$ cat src/rtl/preddr_ddr_write_scheduler.sv
// Moves 64-bit capture words from the pre-DDR FIFO into fixed-length DDR write bursts.
// It pads the final partial burst, drops words past the capture capacity and pulses done.
//
// state     | meaning
// ----------+-------------------------------------------------------------
// IDLE      | not armed, all outputs quiet
// WAIT_DATA | armed, deciding between next burst, capacity drain or finish
// CMD       | presenting the write command for the next burst
// DATA      | streaming buffered FIFO words as burst beats
// PAD       | capture ended mid-burst, filling the burst with zero beats
// DRAIN     | capacity reached, reading and discarding remaining FIFO words
// DONE      | one-cycle completion pulse
module preddr_ddr_write_scheduler #(
    parameter int ADDR_W    = 30,
    parameter int BURST_LEN = 8
) (
    input  logic              clk,
    input  logic              reset,
    input  logic              I_arm,
    input  logic [ADDR_W-1:0] I_start_addr,
    input  logic [ADDR_W-1:0] I_max_words,
    input  logic              I_capture_done,
    output logic              fifo_rd,
    input  logic [63:0]       fifo_dout,
    input  logic              fifo_empty,
    output logic              ddr_cmd_valid,
    input  logic              ddr_cmd_ready,
    output logic [ADDR_W-1:0] ddr_cmd_addr,
    output logic              ddr_wvalid,
    input  logic              ddr_wready,
    output logic [63:0]       ddr_wdata,
    output logic              ddr_wlast,
    output logic [ADDR_W-1:0] O_words_written,
    output logic              O_busy,
    output logic              O_done,
    output logic              O_overrun
);

    localparam int BEAT_W = $clog2(BURST_LEN);
    localparam logic [ADDR_W-1:0] BURST_A   = ADDR_W'(BURST_LEN);
    localparam logic [BEAT_W-1:0] LAST_BEAT = BEAT_W'(BURST_LEN - 1);

    typedef enum logic [2:0] {
        S_IDLE, S_WAIT_DATA, S_CMD, S_DATA, S_PAD, S_DRAIN, S_DONE
    } state_t;

    state_t            state;
    logic [ADDR_W-1:0] start_addr;
    logic [ADDR_W-1:0] max_words;
    logic [ADDR_W-1:0] offset;
    logic [BEAT_W-1:0] beat;
    logic              done_seen;
    logic              rd_inflight;
    logic [1:0]        occ;
    logic [63:0]       buf_q [2];

    logic              arm_ok, buf_nonempty, push, pop, beat_fire, last_fire;
    logic              drained_now, drained_after, fits_now, fits_after;
    logic [1:0]        occ_next;
    logic [ADDR_W-1:0] offset_inc;

    assign arm_ok       = I_arm & ((state == S_IDLE) | (state == S_DONE));
    assign buf_nonempty = (occ != 2'd0);

    // Reads in flight count against the 2-entry buffer so it can never overflow.
    assign fifo_rd = ~fifo_empty & ((occ + {1'b0, rd_inflight}) < 2'd2) &
                     ((state == S_WAIT_DATA) | (state == S_CMD) |
                      (state == S_DATA) | (state == S_DRAIN));

    assign ddr_cmd_valid   = (state == S_CMD);
    assign ddr_cmd_addr    = ddr_cmd_valid ? (start_addr + offset) : '0;
    assign ddr_wvalid      = ((state == S_DATA) & buf_nonempty) | (state == S_PAD);
    assign ddr_wdata       = ((state == S_DATA) & buf_nonempty) ? buf_q[0] : 64'd0;
    assign ddr_wlast       = ddr_wvalid & (beat == LAST_BEAT);
    assign O_busy          = (state != S_IDLE);
    assign O_done          = (state == S_DONE);

    assign push      = rd_inflight;
    assign pop       = buf_nonempty & (((state == S_DATA) & ddr_wready) | (state == S_DRAIN));
    assign occ_next  = occ + {1'b0, push} - {1'b0, pop};
    assign beat_fire = ddr_wvalid & ddr_wready;
    assign last_fire = beat_fire & (beat == LAST_BEAT);

    assign offset_inc    = offset + BURST_A;
    assign fits_now      = ({1'b0, offset} + {1'b0, BURST_A}) <= {1'b0, max_words};
    assign fits_after    = ({1'b0, offset_inc} + {1'b0, BURST_A}) <= {1'b0, max_words};
    assign drained_now   = done_seen & fifo_empty & ~buf_nonempty & ~rd_inflight;
    // With the FIFO empty no new read can launch, so an empty buffer after this edge is final.
    assign drained_after = done_seen & fifo_empty & (occ_next == 2'd0);

    function automatic state_t eval_next(input logic nonempty, input logic fits,
                                         input logic drained);
        if (nonempty)
            return fits ? S_CMD : S_DRAIN;
        else if (drained)
            return S_DONE;
        else
            return S_WAIT_DATA;
    endfunction

    always_ff @(posedge clk) begin
        if (reset) begin
            state           <= S_IDLE;
            start_addr      <= '0;
            max_words       <= '0;
            offset          <= '0;
            beat            <= '0;
            done_seen       <= 1'b0;
            rd_inflight     <= 1'b0;
            occ             <= 2'd0;
            buf_q[0]        <= 64'd0;
            buf_q[1]        <= 64'd0;
            O_words_written <= '0;
            O_overrun       <= 1'b0;
        end else begin
            rd_inflight <= arm_ok ? 1'b0 : fifo_rd;

            if (arm_ok) begin
                occ <= 2'd0;
            end else begin
                occ <= occ_next;
                case ({push, pop})
                    2'b10:   buf_q[occ[0]] <= fifo_dout;
                    2'b01:   buf_q[0] <= buf_q[1];
                    2'b11:   buf_q[0] <= fifo_dout;
                    default: ;
                endcase
            end

            if (arm_ok)
                done_seen <= 1'b0;
            else if (I_capture_done & (state != S_IDLE))
                done_seen <= 1'b1;

            if (arm_ok) begin
                start_addr      <= I_start_addr;
                max_words       <= I_max_words;
                offset          <= '0;
                O_words_written <= '0;
                O_overrun       <= 1'b0;
            end

            case (state)
                S_IDLE: begin
                    if (arm_ok) state <= S_WAIT_DATA;
                end
                S_WAIT_DATA: begin
                    state <= eval_next(buf_nonempty, fits_now, drained_now);
                end
                S_CMD: begin
                    if (ddr_cmd_ready) begin
                        state <= S_DATA;
                        beat  <= '0;
                    end
                end
                S_DATA: begin
                    if (beat_fire) begin
                        beat            <= beat + 1'b1;
                        O_words_written <= O_words_written + 1'b1;
                        if (last_fire) begin
                            offset <= offset_inc;
                            state  <= eval_next(occ_next != 2'd0, fits_after, drained_after);
                        end
                    end else if (~buf_nonempty & drained_now) begin
                        state <= S_PAD;
                    end
                end
                S_PAD: begin
                    if (beat_fire) begin
                        beat <= beat + 1'b1;
                        if (last_fire) begin
                            offset <= offset_inc;
                            state  <= eval_next(occ_next != 2'd0, fits_after, drained_after);
                        end
                    end
                end
                S_DRAIN: begin
                    if (buf_nonempty) O_overrun <= 1'b1;
                    if (drained_now) state <= S_DONE;
                end
                S_DONE: begin
                    state <= arm_ok ? S_WAIT_DATA : S_IDLE;
                end
                default: state <= S_IDLE;
            endcase
        end
    end

endmodule

$ cat config.mk
export PLATFORM = sky130hd
export DESIGN_NAME = preddr_ddr_write_scheduler
export DESIGN_NICKNAME = d
export VERILOG_FILES = /design/src/rtl/preddr_ddr_write_scheduler.sv
export SDC_FILE = /design/constraint.sdc
export NUM_CORES = 1
export LEC_CHECK = 0
export ABC_AREA = 1
export CAP_MARGIN = 40
export CORE_ASPECT_RATIO = 1.5
export CORE_MARGIN = 4
export CORE_UTILIZATION = 40
export DETAILED_ROUTE_END_ITERATION = 10
export DONT_BUFFER_PORTS = 1
export HOLD_SLACK_MARGIN = 0.08
export REMOVE_ABC_BUFFERS = 1
export SLEW_MARGIN = 25
export SYNTH_ARGS = -nofsm -noshare
export SYNTH_HDL_FRONTEND = slang
export SYNTH_SLANG_ARGS = --single-unit
$ cat constraint.sdc
create_clock -name clk -period 4.53 [get_ports clk]
set_input_delay 0.2265 -clock clk [delete_from_list [all_inputs] [get_ports clk]]
set_output_delay 0.2265 -clock clk [all_outputs]
set_load 0.005 [all_outputs]
# Word-level counts from Yosys, hierarchy flattened
# Memory sizes are Yosys's and may differ from the RTL's.
# Index checks and enable logic that the tools add are counted.
# totals
ff_bits	131
mem_bits_rw	128
input_bits	131
output_inout_bits	131
elab_cells	124
n_memories	1
# mem_list
name	words	word_bits	read_ports	rd_clocked_by_memory_dff	write_ports	line_no	source
buf_q	2	64	2	0	2	55	logic [63:0] buf_q [2];
# op_classes
n_addsub	8
order_cmp	3
eq_ne	16
muxes	49
n_bitwise	26
reduce_logical	11
# ops
operator	count
$mux 64	4
$mux 30	8
$reduce_or 64->1	1
$add 30x4->31 const B	2
$le 31x30->1	2
$mux 3	15
$add 30x1->30 const B	1
$add 30x30->30	1
$add 30x4->30 const B	1
$pmux 3 s7	1
$mux 1	20
$and 1x1->1	15
$eq 3x3->1 const B	4
$or 1x1->1	8
$eq 3x2->1 const B	2
$ne 2x2->1 const B	3
$pmux 3 s2	1
$reduce_bool 2->1	3
$reduce_and 5->1	1
$eq 2x2->1 const B	2
$ne 2x1->1 const B	2
$reduce_or 2->1	2
$add 3x1->3 const B	1
$eq 3x1->1 const B	1
10 further kinds	12

# Logic depth before layout (Yosys ltp)
# Gate-level depths: netlist of run 1.
# logic_depth
depth_word	12
mapped_depth	31

# Worst setup path after synthesis of run 1
# OpenSTA, ideal clock, no wires.
# synth_path
kind	register to register
start	register state[1]
end	memory buf_q[0][0], enable pin
setup_ps	424
arrival_ps	3331
required_time_ps	4106
path_slack_ps	776
path_stages_with_launch	14
path_buffers	3
period_less_slack_ps	3754
cell_sequence	dfxtp_1 clkbuf_2 nor2_1 inv_1 nor2_1 o21ai_2 inv_2 nor2_1 inv_2 o31ai_1 inv_1 clkbuf_1 clkbuf_1 nand2_1
# synth_lines
element	line_no	source
start, declared	47	state_t state;
start signal, assigned	148	state <= eval_next(buf_nonempty, fits_now, drained_now);
start signal, assigned	162	state <= eval_next(occ_next != 2'd0, fits_after, drained_after);
start signal, assigned	173	state <= eval_next(occ_next != 2'd0, fits_after, drained_after);
end, declared	55	

# Final worst setup path of run 1
# layout_path
start	register offset[4]
end	register state[1]
# layout_via
elab_chain_cells	8
elab_cells_between_ends	13
cone_classes	add/sub (3); order compare (2); mux (8)
# layout_lines
element	line_no	source
start, declared	50	logic [ADDR_W-1:0] offset;
start signal, assigned	161	offset <= offset_inc;
start signal, assigned	172	offset <= offset_inc;
$add 30x4->30	84	assign offset_inc = offset + BURST_A;
$add 30x4->31	86	assign fits_after = ({1'b0, offset_inc} + {1'b0, BURST_A}) <= {1'b0, max_words};
$le 31x30->1	86	
$mux 3	94	return fits ? S_CMD : S_DRAIN;
$mux 3	93	if (nonempty)
$mux 3	160	if (last_fire) begin
$mux 3 (on tied branches)	169, 157	
$pmux 3 s7 (*)	143	case (state)
# Every way passes the cells marked *; elsewhere a longest branch is shown, timed or not. The select of a mux whose other input is x is not followed.
# A chain may end at the register's enable or synchronous reset.

==> results of run 1 <==
==> cell usage in the layout (no fill, tap or decap), drive strengths merged, types with 93 or more instances in the layout <==
| cell type | netlist | layout |
|---|---|---|
| dlygate4sd3 | 0 | 130 |
| o21ai | 157 | 157 |
| dfxtp | 131 | 131 |
| ha | 93 | 93 |
| inv | 271 | 273 |
| edfxtp | 128 | 128 |
| nand2 | 268 | 268 |
| nor2 | 408 | 408 |
| a21oi | 152 | 152 |
==> routing by layer <==
metal | share of wire, % | vias to the layer above | wire [um] | global-route usage [%]
met2 | 50 | 354 | 21620 | 36.83
li1 | - | 6743 | - | -
met3 | 5.2 | 105 | 2263 | 3.159
met5 | 0 | - | 0 | 0
met4 | 4.3 | 0 | 1839 | 8.455
met1 | 40 | 6183 | 17410 | 22.88
==> stage by stage <==
| stage | setup WS [ns] | util (%) | TNS (ns) | std cells |
|---|---|---|---|---|
| after global routing | 0.01314 | 47.96 | 0 | 2586 |
| after detailed placement | 0.2075 | 42.10 | 0 | 2407 |
| final | 0.5254 | 47.96 | 0 | 2586 |
| after floorplan | -4.737 | - | -1000.55 | 1902 |
| after CTS | 0.1708 | 47.89 | 0 | 2584 |
| after global placement | 0.3005 | 42.05 | 0 | 2406 |
==> kinds of logic after synthesis <==
| family | Yosys count | share of synthesized area (%) |
|---|---|---|
| mux | 64 | 4.161 |
| compound gates | 369 | 13.14 |
| flops | 259 | 42.00 |
| fa+ha+maj | 94 | 7.687 |
| buf+inv | 341 | 8.695 |
| xor+xnor | 35 | 2.137 |
| simple gates | 805 | 22.18 |
==> state kept, by name, summed over array words and instances, names as in the netlist <==
signal and cells:
O_overrun 1, O_words_written 30, beat 3, buf_q 128, done_seen 1, max_words 30
occ 2, offset 30, push 1, start_addr 30, state 3
==> cells in the mapped netlist, types with 8 or more instances <==
library cell,instances
a21oi_1,150
clkbuf_1,48
mux2i_1,64
nand2_1,256
inv_1,260
ha_1,93
xor2_1,30
nand4_1,21
dfxtp_1,131
edfxtp_1,128
nor2_2,8
nor3_1,27
nor2_1,390
nand2_2,12
inv_2,11
a22oi_1,9
nor2_4,10
o21ai_0,153
a31oi_1,8
nor4_1,8
nand3_1,59
==> repair_timing <==
action / CTS / global route
hold buffers: 130 / 0
endpoints found under the setup margin: 0 / 3
hold endpoints to repair: 220 / 0
resized for setup: 0 / 3
==> worst paths after layout <==
check / start / end / cells after the start
max: offset[4] / state[1] / 23
min: I_arm / state[0] / 6
max reg2reg: offset[4] / state[1] / 23
min reg2reg: max_words[1] / max_words[1] / 2
==> area by class of cell <==
cell class / instances / area share [%]
clock inverters: 18 / 1.119
repair buffers: 147 / 8.184
inverters: 276 / 5.718
well taps: 489 / 3.377
clock buffers: 29 / 3.771
flip-flops and latches: 259 / 35.69
diodes: 1 / 0.01381
multi-input cells: 1367 / 42.13
==> where the power goes <==
part	total (mW)	internal (mW)	switching, mW
sequential	2.59	2.55	0.0389
combinational	0.539	0.210	0.329
clock	2.28	1.31	0.968
==> critical path: stages, from the launching register on <==
cell and delay [ns]:
dfxtp_1 0.48, ha_1 0.28, nand2_1 0.10, nor2_2 0.23, nand3_1 0.22, xor2_2 0.23
inv_1 0.14, a2111oi_1 0.49, xor2_1 0.12, ha_1 0.30, nand2_1 0.05, nor2_1 0.13
nand2_1 0.08, nor4b_2 0.36, nand4_1 0.14, nand2_1 0.08, clkinv_1 0.05, nand2_1 0.08
nand2_1 0.07, nand2_1 0.06, nand2_1 0.04, nand2_1 0.06, nand2_1 0.05, a21oi_2 0.10
==> flow_summary.yaml, run 1 <==
cts:
  cts.clk_slew.worst_paths_ns: 0.06
  cts_tree: "yes"
  cts_inserted_buffers: 27
  cts_sinks: 259
  cts.repair_timing.setup_buffer_count: 0
  clock_latency_ns: 0.56
  cts.htree.levels: 1
  cts.path.max_buffers: 3
  clockRootBuffer: "clkbuf_16"
floorplan:
  row_count: 87
  design.core.area_um2: 37770
  die_h_um: 248.3
  die-area_um2: 41760
  floorplan.initialDensity_pct: 40.76
  die_width_um: 168.2
  floorplan.io_pins: 262
timing:
  final.min_clock_period_ns: 4.005
  fin_worst_hold_slack_ns: 0.1309
  max_freq_ghz: 0.2497
  post-route-period-util_pct: 88.40
  final-max-slew-violation-count: 0
  hold_violations: 0
  setup_repair_after_global_routing_missed_its_margin: "no"
  final-setup-viol-count: 0
  slew_headroom_pct: 47.66
  skew_ns: 0.01137
  tightest_slew_ns: 0.7851
power_and_ir_drop:
  power-per-cell-area_nw_per_um2: 298.8
  report.power.total_mw: 5.413
  max-vdd-ir-drop_mv: 0.2457
  leakage_power_total_nw: 7.432
drt:
  ant_nets: 0
  detail_route.wirelength_um: 43130
  first_pass_iters: 6
  drcViolationCount: 0
  post_drt_via_cell_ratio: 5.176
  detailroute.via_count: 13390
  avgRoutedWirePerCell_um: 16.68
  drt_iter0_drc: 724
cells_and_area:
  area_growth_pct: 17.67
  final_area_um2: 18120
  seq_area_um2: 6466
  nNetsFinal: 2303
  filler_cell_count: 3669
  layout-drive-gt1-share_pct: 6.011
  area_of_the_multi_input_gates_um2: 7632
synthesis:
  synthesis.yosys.warnings: 0
  ys.flop_type: "dfxtp_1"
  synth_cell_type_count: 60
  synth-seq-area-share_pct: 42.00
  synthesis.area_um2: 15400
  synth_edf_count: 128
  synth_async_sr_flop_share_pct: 0
  yosys.area.top_type_share_pct: 24.96
  synthesis.area_per_instance_um2: 7.828
  synth-seq-cells: 259
  post-synth-top-area-cell: "edfxtp_1"
  top_cells_by_area_in_the_synthesized_netlist: "edfxtp_1 (25%), dfxtp_1 (17%), nor2_1 (9.5%)"
  synthCells: 1967
critical_path:
  cp-end-kind: "register"
  cp.required_ns: 5.03
  timing.critical_path.from_type: "register"
  arrival_ns: 4.50
  reg2reg_setup_slack_ns: 0.53
  crit_path_max_fanout: 6
  criticalPathCategory: "reg2reg"
global_route:
  grt_antenna_before_repair: 1
  gr-total-overflow: 0
  first_pass_grt_wire_length_um: 68800
  grt_use_total_pct: 19.98
  number_of_global_route_vias_before_repair: 13350
  grt_max_degree: 72
place:
  postPlaceCellArea_um2: 15900
  placement.io_buffers: 0
  gp_congestion: 0.9302
  dp_hpwl_um: 31620
status:
  run_status: "complete, no violations"
run:
  max-cap-violations: 0
min_path:
  hold_path.class: "in2reg"
Power figures use the tool's default switching activity.
==> run 2: changes to the inputs <==
==> constraint.sdc (replaced) <==
create_clock -name clk -period 3.2 [get_ports clk]
set_input_delay 0.16 -clock clk [delete_from_list [all_inputs] [get_ports clk]]
set_output_delay 0.16 -clock clk [all_outputs]
set_load 0.005 [all_outputs]
==> run 2 against run 1 <==
Hold slack got worse by 0.47 ns. Count of clock-buffer cells in the layout unchanged. Final cell count is 9.0% higher. The flow now finishes with violations (hold timing, setup timing). Cell area is 13% higher. Clock power up 35%. Largest cell class unchanged.
==> flow_summary.yaml, run 2 (synthesized netlist as in run 1, its figures left out) <==
timing:
  tightest_slew_ns: 0.7511
  final-max-slew-violation-count: 0
  skew_ns: 0.01447
  fin_worst_hold_slack_ns: -0.3381
  hold_violations: 3
  final.min_clock_period_ns: 3.580
  final-setup-viol-count: 3
  setup_repair_after_global_routing_missed_its_margin: "yes"
  post-route-period-util_pct: 111.9
  max_freq_ghz: 0.2793
  post-route-worst-setup-slack_ns: -0.3799
  slew_headroom_pct: 49.93
drt:
  ant_nets: 0
  post_drt_via_cell_ratio: 5.111
  detail_route.wirelength_um: 46600
  first_pass_iters: 5
  detailroute.via_count: 14400
  avgRoutedWirePerCell_um: 16.53
  drcViolationCount: 0
  drt_iter0_drc: 864
global_route:
  grt_util_met2_pct: 39.75
  grt_use_total_pct: 21.24
  number_of_global_route_vias_before_repair: 14380
  globalRouteMet1Util_pct: 24.09
  gr-total-overflow: 0
  grt_antenna_before_repair: 1
  global_route.peak_usage_layer: "met2"
  grt_max_degree: 72
  met3_usage_pct: 2.731
  first_pass_grt_wire_length_um: 72730
critical_path:
  criticalPathCategory: "reg2reg"
  cp.required_ns: 3.70
  r2r_start: "offset[15]"
  crit_path_end: "state[1]"
  crit_path_max_fanout: 4
  worstRegToRegCells: 26
  reg2reg_setup_slack_ns: -0.38
  arrival_ns: 4.08
  worstSetupStartpoint: "offset[15]"
  worst_r2r_endpoint: "state[1]"
  cp-end-kind: "register"
  timing.critical_path.from_type: "register"
run:
  max-cap-violations: 0
cts:
  cts.path.max_buffers: 3
  clock_latency_ns: 0.57
  cts_inserted_buffers: 27
  clockRootBuffer: "clkbuf_16"
  cts.htree.levels: 1
  cts_sinks: 259
  cts_tree: "yes"
  cts.clk_slew.worst_paths_ns: 0.07
  hold_fix_buffers_at_cts: 156
place:
  dp_hpwl_um: 33780
  postPlaceCellArea_um2: 17180
  minimum_setup_slack_after_placement_ns: -0.7228
  placement.io_buffers: 0
  gp_congestion: 0.9012
status:
  run_status: "complete, but fails checks"
  failed_checks: "hold timing, setup timing"
cells_and_area:
  filler_cell_count: 3503
  top_library_cells_by_usage_in_the_layout_fill_and_taps_aside: "nor2_1 (372), inv_1 (254), nand2_1 (237)"
  largest_reg_flops: 128
  nNetsFinal: 2530
  area_growth_pct: 32.56
  final_area_um2: 20410
  largest-register: "buf_q"
  layout-drive-gt1-share_pct: 18.23
  most_common_library_cell_in_the_layout_ignoring_fill_and_taps: "nor2_1"
floorplan:
  floorplan.initialDensity_pct: 40.76
  die-area_um2: 41760
  row_count: 87
  floorplan.io_pins: 262
  die_h_um: 248.3
  die_width_um: 168.2
  design.core.area_um2: 37770
min_path:
  holdCritStartpoint: "reset"
  hold_path.class: "in2reg"
power_and_ir_drop:
  power-per-cell-area_nw_per_um2: 372.4
  max-vdd-ir-drop_mv: 0.3159
  leakage_power_total_nw: 8.683
  report.power.total_mw: 7.601
[run 2: cell count changes in the layout (fill, tap and decap cells not counted), moves of 9 or more]
cell / before / now
nand2_1: 254 / 237
dlygate4sd3_1: 130 / 155
nor2_1: 389 / 372
a21oi_2: 2 / 11
dfxtp_2: 0 / 10
ha_1: 93 / 84
nor2_4: 10 / 19
nand2_2: 14 / 25
a21oi_1: 150 / 139
dfxtp_1: 131 / 119
buf_4: 12 / 202
buf_6: 1 / 11
[run 2: how the worst min path moves through the flow]
| stage | depth (start not counted) | end | slack [ns] |
|---|---|---|---|
| 5_1_grt | 1 | state[0] | -0.37 |
| 4_1_cts | 1 | state[0] | -0.38 |
| 2_1_floorplan | 1 | state[0] | 0.22 |
| 3_3_place_gp | 1 | state[0] | 0.23 |
| 3_5_place_dp | 1 | state[0] | 0.23 |
| 6_report | 1 | state[0] | -0.34 |
[run 2: cell type report]
type | count | area [um2] | share of cell area (%)
multi-input cells | 1367 | 8099 | 39.68
flip-flops and latches | 259 | 6486 | 31.78
repair buffers | 374 | 3312 | 16.23
inverters | 276 | 1037 | 5.082
clock buffers | 29 | 683.2 | 3.347
well taps | 489 | 611.8 | 2.998
clock inverters | 21 | 173.9 | 0.8521
diodes | 3 | 7.507 | 0.03678
[run 2: timing repair]
action,in CTS,in global routing
resized for setup,73,72
pin swaps,33,33
endpoints found under the hold margin,240,3
gates cloned,0,0
setup buffers,20,16
endpoints found under the setup margin,16,90
[run 2: metal layers]
layer | share of wire, % | wire [um] | vias to the layer above
met5 | 0 | 0 | -
li1 | - | - | 7188
met4 | 4.2 | 1936 | 0
met1 | 40 | 18410 | 6724
met2 | 51 | 23950 | 396
met3 | 4.9 | 2297 | 96
[run 2: through the flow]
step	setup TNS, ns	cells	utilization (%)
floorplan	-1405.77	1902	-
detailed placement	-2.070	2574	45.47
global placement	-1.845	2572	45.34
finish	-1.039	2818	54.04
CTS	-1.015	2800	53.03
global route	-2.082	2816	54.02
[run 2: worst max-delay path, stage by stage, from the launching register on]
cell      delay [ns]
dfxtp_1         0.41
nand2_1         0.12
nor2_1          0.20
nand2_1         0.13
nor2_1          0.22
xor2_2          0.16
inv_1           0.11
buf_4           0.14
nand3_2         0.09
o21ai_0         0.20
inv_1           0.07
ha_1            0.29
nand2_1         0.09
nor2_4          0.11
nand2_2         0.07
nor4b_4         0.25
buf_4           0.16
nand4_1         0.11
nand2_1         0.10
clkinv_2        0.05
nand2_2         0.06
nand2_2         0.06
nand2_1         0.06
nand2_1         0.04
nand2_1         0.05
nand2_1         0.05
a21oi_2         0.11
[run 2: report_power, final]
part	leakage [nW]	switching [mW]	internal, mW
combinational	5.88	0.497	0.362
sequential	2.40	0.0585	3.61
clock	0.400	1.42	1.66
total	8.68	1.97	5.63
==> run 3: changes to the inputs <==
--- a/config.mk
+++ b/config.mk
@@ -13,6 +13,7 @@
 export DETAILED_ROUTE_END_ITERATION = 10
 export DONT_BUFFER_PORTS = 1
 export HOLD_SLACK_MARGIN = 0.08
+export PLACE_DENSITY = 0.66
 export REMOVE_ABC_BUFFERS = 1
 export SLEW_MARGIN = 25
 export SYNTH_ARGS = -nofsm -noshare
==> run 3 against run 2 <==
Register-to-register slack worse by 0.02 ns. Wire length is 7.4% higher. The run still ends with hold timing, setup timing left. Clock skew is 0.0079 ns higher. Fmax is 0.68% lower. Hold slack better by 0.0029 ns. Final cell count is 0.57% higher. Highest routed layer unchanged. Sequential power hardly changed. Power is 1.4% lower. First-iteration DRC count is 2.2% lower.
==> flow_summary.yaml, run 3 (synthesized netlist as in run 1, its figures left out) <==
global_route:
  number_of_global_route_vias_before_repair: 14890
  gr-total-overflow: 0
  grt_use_total_pct: 22.67
  grt_antenna_before_repair: 0
  first_pass_grt_wire_length_um: 77090
  grt_max_degree: 72
drt:
  drt_iter0_drc: 845
  ant_nets: 0
  post_drt_via_cell_ratio: 5.188
  detailroute.via_count: 14700
  drcViolationCount: 0
  avgRoutedWirePerCell_um: 17.66
  detail_route.wirelength_um: 50040
  first_pass_iters: 7
status:
  failed_checks: "hold timing, setup timing"
  run_status: "complete, but fails checks"
run:
  max-cap-violations: 0
cells_and_area:
  top_library_cells_by_usage_in_the_layout_fill_and_taps_aside: "nor2_1 (368), inv_1 (249), nand2_1 (227)"
  most_common_library_cell_in_the_layout_ignoring_fill_and_taps: "nor2_1"
  layout-drive-gt1-share_pct: 20.14
  largest-register: "buf_q"
  largest_reg_flops: 128
  nNetsFinal: 2552
  area_growth_pct: 35.13
  final-instance-count-excl-fill: 2834
  filler_cell_count: 3418
timing:
  post-route-period-util_pct: 112.6
  final.min_clock_period_ns: 3.604
  final-setup-viol-count: 6
  tightest_slew_ns: 0.7492
  setup_repair_after_global_routing_missed_its_margin: "yes"
  fin_worst_hold_slack_ns: -0.3352
  skew_ns: 0.02233
  max_freq_ghz: 0.2774
  slew_headroom_pct: 50.05
  post-route-worst-setup-slack_ns: -0.4045
  final-max-slew-violation-count: 0
  hold_violations: 3
power_and_ir_drop:
  leakage_power_total_nw: 8.792
  combinational_share_of_power_pct: 12.0
  share_seq_of_total_power_pct: 48.9
  max-vdd-ir-drop_mv: 0.3735
  internal_cell_power_mw: 5.563
  p_sw_mw: 1.932
  power.switching_fraction_pct: 25.77
  power-per-cell-area_nw_per_um2: 360.2
  report.power.total_mw: 7.495
  power.share.clock_pct: 39.0
cts:
  clockRootBuffer: "clkbuf_16"
  cts_sinks: 259
  cts.htree.levels: 1
  cts_tree: "yes"
  cts_inserted_buffers: 26
  clock_latency_ns: 0.57
  cts.path.max_buffers: 3
  cts.clk_slew.worst_paths_ns: 0.07
  hold_fix_buffers_at_cts: 165
floorplan:
  die-area_um2: 41760
  row_count: 87
  die_h_um: 248.3
  floorplan.io_pins: 262
  design.core.area_um2: 37770
  die_width_um: 168.2
  floorplan.initialDensity_pct: 40.76
place:
  minimum_setup_slack_after_placement_ns: -0.6611
  dp_hpwl_um: 36660
  placement.io_buffers: 0
  numPlacedInstances: 2587
  gp_congestion: 0.9750
critical_path:
  arrival_ns: 4.10
  cp.required_ns: 3.69
  cp-end-kind: "register"
  criticalPathCategory: "reg2reg"
  critical_path.max_stage_delay_ns: 0.38
  critical_path.most_common_cell: "nand2_1"
  reg2reg_setup_slack_ns: -0.40
  crit_path_max_fanout: 4
  timing.critical_path.from_type: "register"
  slowest_stage: "dfxtp_4"
  worstRegToRegCells: 31
min_path:
  hold-path-cell-count: 1
  hold_path.class: "in2reg"
run 3: changes by cell type in the layout (fill, tap and decap cells not counted), sizes merged:
cell	delta
dlymetal6s4s	-1
buf	+13
clkinv	-6
clkinvlp	+2
diode	-2
dlygate4sd3	+10
run 3: layout make-up:
class	instances	area (um2)	area share, %
Multi-Input combinational cell	1367	8270	39.75
Sequential cell	259	6506	31.27
Timing Repair Buffer	397	3580	17.20
Inverter	276	1042	5.009
Clock buffer	28	658.1	3.163
Tap cell	489	611.8	2.941
Clock inverter	17	135.1	0.6495
Antenna cell	1	2.502	0.01203
run 3: power groups by stage:
stage / Combinational (mW) / Clock (mW) / Sequential (mW)
global placement: 0.655 / 0 / 3.74
finish: 0.903 / 2.92 / 3.67
global route: 1.01 / 3.12 / 3.68
floorplan: 0.440 / 0 / 3.73
CTS: 0.868 / 3.00 / 3.67
detailed placement: 0.678 / 0 / 3.74
run 3: metrics by stage:
step | TNS, ns | utilization [%] | instance area [um2]
floorplan | -1405.77 | - | 15090
global route | -6.172 | 55.08 | 20800
global placement | -1.644 | 45.76 | 17280
CTS | -1.124 | 53.54 | 20220
detailed placement | -1.972 | 45.83 | 17310
finish | -1.246 | 55.08 | 20810
run 3: worst max-delay path, delay by kind of cell (launching register included):
kind                       cells  cell delay, ns
AOI/OAI and AO/OA              2            0.26
xor gates and xnor gates       1            0.17
adders and majority gates      2            0.38
buffers and inverters          4            0.34
DFF                            1            0.38
and+or+nand+nor               22            1.98
run 3: final timing paths:
check,from,to
worst max-delay path,offset[3],state[1]
worst min-delay path,reset,state[0]
worst max register to register,offset[3],state[1]
worst min register to register,max_words[2],max_words[2]
run 3: per-layer routing:
layer,global-route usage (%),up-vias,part of all wire [%]
met2,43.98,436,53
met1,24.50,6929,37
met5,0,-,0
li1,-,7235,-
met3,3.604,103,5.4
met4,8.574,0,3.9
run 3: repair_timing:
action | in CTS | in global routing
pin swaps | 35 | 74
gates cloned | 0 | 1
gates resized for setup | 88 | 111
buffers inserted | 17 | 21
setup endpoints to repair | 18 | 84
hold endpoints to repair | 243 | 3
